**config.mk**
```make
export PLATFORM = sky130hd
export DESIGN_NAME = pipe_ctrl
export DESIGN_NICKNAME = d
export VERILOG_FILES = /design/src/rtl/pipe_ctrl_pkg.sv /design/src/rtl/pipe_stall_cnt.sv /design/src/rtl/pipe_ctrl.sv
export SDC_FILE = /design/constraint.sdc
export NUM_CORES = 1
export LEC_CHECK = 0
export BUFFER_PORTS_ARGS = -buffer_cell sky130_fd_sc_hd__buf_2
export CELL_PAD_IN_SITES_DETAIL_PLACEMENT = 1
export CELL_PAD_IN_SITES_GLOBAL_PLACEMENT = 2
export CORE_MARGIN = 5
export CORE_UTILIZATION = 34
export DETAILED_ROUTE_END_ITERATION = 10
export GPL_TIMING_DRIVEN = 1
export PLACE_DENSITY = 0.84
export SETUP_SLACK_MARGIN = 0.4
export SLEW_MARGIN = 10
export SYNTH_ARGS = -nofsm -noshare
export SYNTH_HDL_FRONTEND = slang
export SYNTH_SLANG_ARGS = --single-unit
export TNS_END_PERCENT = 20
```
**constraint.sdc**
```tcl
create_clock -name clk -period 3.69 [get_ports clk]
set_clock_uncertainty 0.1 [all_clocks]
set_input_delay 0.1845 -clock clk [delete_from_list [all_inputs] [get_ports clk]]
set_output_delay 0.1845 -clock clk [all_outputs]
set_load 0.02 [all_outputs]
```
**src/rtl/pipe_ctrl_pkg.sv**
```systemverilog
// -----------------------------------------------------------------------------
// pipe_ctrl_pkg
// Shared definitions for the pipeline control slice:
//   - bit positions of each pipeline register in the hold/flush vectors
//   - FSM state encodings for pipe_ctrl
//   - helper to build a contiguous stage mask
// -----------------------------------------------------------------------------
package pipe_ctrl_pkg;

    // Bit index of each pipeline register in hold_o / flush_o.
    localparam int STG_PC     = 0;
    localparam int STG_IF_ID  = 1;
    localparam int STG_ID_EX  = 2;
    localparam int STG_EX_MEM = 3;
    localparam int STG_MEM_WB = 4;
    localparam int NUM_STG    = 5;

    // Controller states.
    typedef enum logic [1:0] {
        ST_RUN        = 2'd0,
        ST_DIV_BUSY   = 2'd1,
        ST_REDIR_PEND = 2'd2
    } state_e;

    // Mask with bits lo..hi (inclusive) set; used to express "hold every
    // register from the PC up to stage X" without hand-written constants.
    function automatic logic [NUM_STG-1:0] stg_range(input int lo, input int hi);
        logic [NUM_STG-1:0] m;
        m = '0;
        for (int i = 0; i < NUM_STG; i++) begin
            if (i >= lo && i <= hi) begin
                m[i] = 1'b1;
            end
        end
        return m;
    endfunction

endpackage

```
**src/rtl/pipe_stall_cnt.sv**
```systemverilog
// -----------------------------------------------------------------------------
// pipe_stall_cnt
// Saturating event counter: counts clocks on which inc_i is high and sticks at
// all-ones instead of wrapping.
// Ports:
//   clk    - clock, rising edge
//   rst_n  - asynchronous active-low reset, clears the count
//   inc_i  - count this clock
//   cnt_o  - current count (CNT_W bits)
// -----------------------------------------------------------------------------
module pipe_stall_cnt #(
    parameter int CNT_W = 32
) (
    input  logic             clk,
    input  logic             rst_n,
    input  logic             inc_i,
    output logic [CNT_W-1:0] cnt_o
);

    localparam logic [CNT_W-1:0] ONE = {{(CNT_W-1){1'b0}}, 1'b1};

    logic [CNT_W-1:0] cnt_reg;

    always_ff @(posedge clk or negedge rst_n) begin
        if (!rst_n) begin
            cnt_reg <= '0;
        end else if (inc_i && !(&cnt_reg)) begin
            cnt_reg <= cnt_reg + ONE;
        end
    end

    assign cnt_o = cnt_reg;

endmodule

```
**src/rtl/pipe_ctrl.sv**
```systemverilog
// -----------------------------------------------------------------------------
// pipe_ctrl
// Five-stage pipeline hazard controller. Resolves per-register hold/flush,
// PC redirect and a stall counter from the hazard inputs and a small FSM that
// tracks multi-cycle divides and redirects deferred by a data-memory stall.
// Ports:
//   clk, rst_n     - clock (rising edge), asynchronous active-low reset
//   dmem_wait_i    - MEM stage cannot retire
//   div_start_i    - EX issues a multi-cycle divide (pulse)
//   div_done_i     - divider result valid this cycle
//   jump_i         - EX resolved a taken branch/jump
//   jump_addr_i    - redirect target (XLEN)
//   ld_use_i       - load-use hazard in ID
//   imem_wait_i    - instruction fetch not ready
//   hold_o         - per-register hold  (bit0 pc .. bit4 mem_wb)
//   flush_o        - per-register bubble insert, same map
//   redirect_o     - PC loads target_o this cycle
//   target_o       - redirect address
//   busy_o         - FSM not in RUN
//   stall_cnt_o    - clocks with any hold bit set (saturating)
// -----------------------------------------------------------------------------
module pipe_ctrl
    import pipe_ctrl_pkg::*;
#(
    parameter int XLEN  = 32,
    parameter int CNT_W = 32
) (
    input  logic               clk,
    input  logic               rst_n,
    input  logic               dmem_wait_i,
    input  logic               div_start_i,
    input  logic               div_done_i,
    input  logic               jump_i,
    input  logic [XLEN-1:0]    jump_addr_i,
    input  logic               ld_use_i,
    input  logic               imem_wait_i,
    output logic [NUM_STG-1:0] hold_o,
    output logic [NUM_STG-1:0] flush_o,
    output logic               redirect_o,
    output logic [XLEN-1:0]    target_o,
    output logic               busy_o,
    output logic [CNT_W-1:0]   stall_cnt_o
);

    state_e          state_reg, state_next;
    logic [XLEN-1:0] target_reg, target_next;

    logic            div_hold;
    logic            redir_pend;

    // A divide keeps EX occupied until the cycle its result appears; the
    // done cycle itself lets the pipe advance.
    assign div_hold   = ((state_reg == ST_DIV_BUSY) || div_start_i) && !div_done_i;
    // jump_i only counts in RUN: during a divide EX is frozen, and in
    // REDIR_PEND the original target has already been captured.
    assign redir_pend = ((state_reg == ST_RUN) && jump_i) || (state_reg == ST_REDIR_PEND);

    // Priority resolution; only the winning hazard drives any control bit.
    always_comb begin
        hold_o     = '0;
        flush_o    = '0;
        redirect_o = 1'b0;
        if (dmem_wait_i) begin
            hold_o              = stg_range(STG_PC, STG_EX_MEM);
            flush_o[STG_MEM_WB] = 1'b1;
        end else if (div_hold) begin
            hold_o              = stg_range(STG_PC, STG_ID_EX);
            flush_o[STG_EX_MEM] = 1'b1;
        end else if (redir_pend) begin
            redirect_o          = 1'b1;
            flush_o[STG_IF_ID]  = 1'b1;
            flush_o[STG_ID_EX]  = 1'b1;
        end else if (ld_use_i) begin
            hold_o              = stg_range(STG_PC, STG_IF_ID);
            flush_o[STG_ID_EX]  = 1'b1;
        end else if (imem_wait_i) begin
            hold_o              = stg_range(STG_PC, STG_PC);
            flush_o[STG_IF_ID]  = 1'b1;
        end
    end

    // Next-state logic. A divide start is tracked even when a memory stall
    // wins the cycle, otherwise the divide would be forgotten.
    always_comb begin
        state_next  = state_reg;
        target_next = target_reg;
        case (state_reg)
            ST_RUN: begin
                if (div_start_i && !div_done_i) begin
                    state_next = ST_DIV_BUSY;
                end else if (jump_i && dmem_wait_i) begin
                    state_next  = ST_REDIR_PEND;
                    target_next = jump_addr_i;
                end
            end
            ST_DIV_BUSY: begin
                if (div_done_i) begin
                    state_next = ST_RUN;
                end
            end
            ST_REDIR_PEND: begin
                // Leave only once the redirect has actually been issued.
                if (redirect_o) begin
                    state_next = ST_RUN;
                end
            end
            default: begin
                state_next = ST_RUN;
            end
        endcase
    end

    always_ff @(posedge clk or negedge rst_n) begin
        if (!rst_n) begin
            state_reg  <= ST_RUN;
            target_reg <= '0;
        end else begin
            state_reg  <= state_next;
            target_reg <= target_next;
        end
    end

    assign target_o = (state_reg == ST_REDIR_PEND) ? target_reg : jump_addr_i;
    assign busy_o   = (state_reg != ST_RUN);

    pipe_stall_cnt #(
        .CNT_W (CNT_W)
    ) u_stall_cnt (
        .clk   (clk),
        .rst_n (rst_n),
        .inc_i (|hold_o),
        .cnt_o (stall_cnt_o)
    );

endmodule
```
==> flow_summary_export.csv <==
group,metric,value,unit
floorplan,io_pins,116,
floorplan,dieHeight,110,um
timing,hold_violations,0,
power_and_ir_drop,p_sw_share,31.7,%
power_and_ir_drop,p_int,1.55,mW
floorplan,core_area,9770,um2
cts,cts_tree,"yes",
route,ant_nets,0,
cts,clk_path_buf_depth,2,
timing,period_share,63.4,%
cells_and_area,nets,472,
setup_path,slowest_delay,420,ps
route,drc,0,
cells_and_area,drive_gt1_share,48.4,%
setup_path,crit_type,"reg2out",
cts,cts_root_buf,"clkbuf_8",
timing,period_minus_slack,2340,ps
setup_path,critPathMaxFanout,29,
power_and_ir_drop,clkPwrFrac,27.2,%
setup_path,crit_arrival,2050,ps
logic_synthesis,synth-seq-cells,66,
power_and_ir_drop,p_seq_share,43.7,%
cells_and_area,area_growth,35.8,%
cts,h-tree-depth,3,
setup_path,cp-start-kind,"flip-flop",
logic_synthesis,synth_cell_types,40,
power_and_ir_drop,combPwrFrac,29.1,%
floorplan,die_x,110,um
logic_synthesis,synthCells,283,
timing,max_slew_margin,37.0,%
power_and_ir_drop,p_switching,0.717,mW
logic_synthesis,ys_warn_count,0,
route,totalWireLength,9350,um
timing,fmax,428,MHz
floorplan,initial_utilization,34.9,%
cts,cts_buffers,9,
timing,rsz0062_at_grt,"false",
route,drtIter0Drc,69,
job,maxCapViolCount,0,
grt,grt_max_degree,41,
logic_synthesis,syn-cell-area,3410,um2
grt,overflow,0,
power_and_ir_drop,cellPowerDensity,489,nW/um2
timing,finalSetupViolCount,0,
power_and_ir_drop,total_power,2.26,mW
min_path,hp-class,"in2reg",
cells_and_area,diodes,0,
cts,cts.sinks,66,
route,num_vias,2722,
power_and_ir_drop,ir_worst_vdd,0.298,mV
setup_path,end_kind,"output pin",
cts,cts.clk_slew.worst_paths,70,ps
route,first_pass_iters,4,
timing,worst_pin_slew,946,ps
grt,grt_usage,15.8,%
setup_path,path_delay_family,"buffers and inverters",
cts,clock_latency,330,ps
timing,tns,0,ps
setup_path,crit_buf_inv,3,
setup_path,crit_required,3410,ps
route,drt-vias-per-instance,4.78,
cells_and_area,final_cell_mix,"buf_2, dfrtp_1, mux2_2",
timing,maxSlewViolCount,0,
cts,ctsResizeCount,0,
logic_synthesis,seq_area_frac_synth,48.5,%
cells_and_area,utilization,47.4,%
floorplan,rows,36,
cells_and_area,mostFrequentLayoutCell,"buf_2",
route,wl_per_cell,16.4,um
logic_synthesis,syn_area_per_cell,12.0,um2
placed_design,gp_congestion,0.752,
setup_path,cp_slowest_cell,"dfrtp_1",
timing,fin_worst_hold_slack,42.8,ps
grt,antenna_found_initial,0,
grt,grt_pass1_wl,15000,um
grt,grt_pass1_vias,2992,
setup_path,cp_cell_sequence,"inv_1 > nor2_2 > buf_4 > mux2_2 > buf_2",
floorplan,die-area,12100,um2
placed_design,portBuffers,113,
power_and_ir_drop,leakagePower,2.25,nW
status,status,"complete, no violations",
placed_design,place.detailed.hpwl,6440,um
## final cells by class
type / instances / area [um2]
flip-flops and latches: 66 / 1650
clock buffers: 14 / 163
inverters: 7 / 27.5
clock inverters: 2 / 35.0
repair buffers: 150 / 928
well taps: 133 / 166
fillers: 1073 / 5150
multi-input cells: 197 / 1660
## power by group through the flow
stage / clock [mW] / combinational, mW / sequential [mW]
5_1_grt: 0.679 / 0.719 / 1.01
3_5_place_dp: 0 / 0.632 / 1.00
4_1_cts: 0.641 / 0.664 / 0.986
6_report: 0.615 / 0.659 / 0.990
3_3_place_gp: 0 / 0.618 / 0.985
2_1_floorplan: 0 / 0.391 / 1.03
## layer usage
layer | GRT usage [%] | wire, um | vias to the layer above
met5 | 0 | 0 | -
met2 | 26.6 | 4470 | 83
met4 | 4.49 | 90 | 0
met3 | 4.31 | 603 | 9
li1 | - | - | 1292
met1 | 19.9 | 4180 | 1338
## repair_timing
action / in CTS / in global routing
setup buffers: 0 / 0
setup endpoints to repair: 0 / 0
hold endpoints to repair: 72 / 0
hold buffers: 34 / 0
## worst min-delay path, cell delays in order
cell and delay, ps:
buf_2 120, nor2_1 80, nor3_1 50
## cells by family (layout without fill, tap and decap cells)
kind of cell,count (synthesis),in the layout,share of synthesized area (%)
AO/OA/AOI/OAI,12,12,3.20
XOR/XNOR,28,28,7.64
adder cells (fa/ha/maj),1,1,0.367
buffers and inverters,21,173,3.08
flip-flops,66,66,48.5
multiplexers,66,66,21.8
other,1,2,0.110
AND/OR/NAND/NOR,88,88,15.4
## cell usage after synthesis
cell type,count,area share [%]
a21oi_1,3,0.44
and3_1,13,2.4
o2111a_2,1,0.37
buf_2,2,0.29
conb_1,1,0.11
inv_1,6,0.66
nand3_2,3,0.88
xor2_1,12,3.1
nor2_1,20,2.2
a21o_1,1,0.22
clkbuf_1,7,0.77
ha_1,1,0.37
o21bai_1,1,0.22
xnor2_2,2,0.95
nand4_4,2,1.2
buf_4,4,0.88
o211ai_2,1,0.37
nand2_1,11,1.2
buf_6,1,0.33
nand3_1,11,1.6
o21ba_2,1,0.29
nand2_2,1,0.18
nand4_2,1,0.37
or3b_1,1,0.26
nand2b_1,2,0.37
clkinv_2,1,0.15
mux2_2,65,21
a31oi_1,1,0.18
dfrtp_1,66,48
nor3_2,1,0.29
nand4_1,7,1.3
a31oi_4,1,0.62
xnor2_1,14,3.6
a211o_1,1,0.26
nor4_2,1,0.37
and2_1,2,0.37
mux2i_1,1,0.29
nor3_1,7,1.0
and4_1,5,1.3
o21a_1,1,0.22
## path summary, 6_finish.rpt
path / slack, ps / start / endpoint / depth (start not counted)
min in group asynchronous: 420 / rst_n / target_reg[28] / 2
max in group asynchronous: 2130 / rst_n / target_reg[30] / 3
worst min-delay path: 40 / div_start_i / state_reg[0] / 3
worst max register to register: 1540 / state_reg[0] / u_stall_cnt.cnt_o[28] / 6
worst min register to register: 390 / u_stall_cnt.cnt_o[23] / u_stall_cnt.cnt_o[23] / 1
worst max-delay path: 1350 / state_reg[1] / target_o[15] / 5
## per-stage QoR
stage               area (um2)  setup WS [ps]  instances
finish                    4630           1350        569
global route              4630           1200        569
CTS                       4630           1310        569
detailed placement        4090           1530        519
global placement          4090           1590        519
floorplan                 3410           1720        284
No activity file was read; power rests on OpenSTA's default activity.
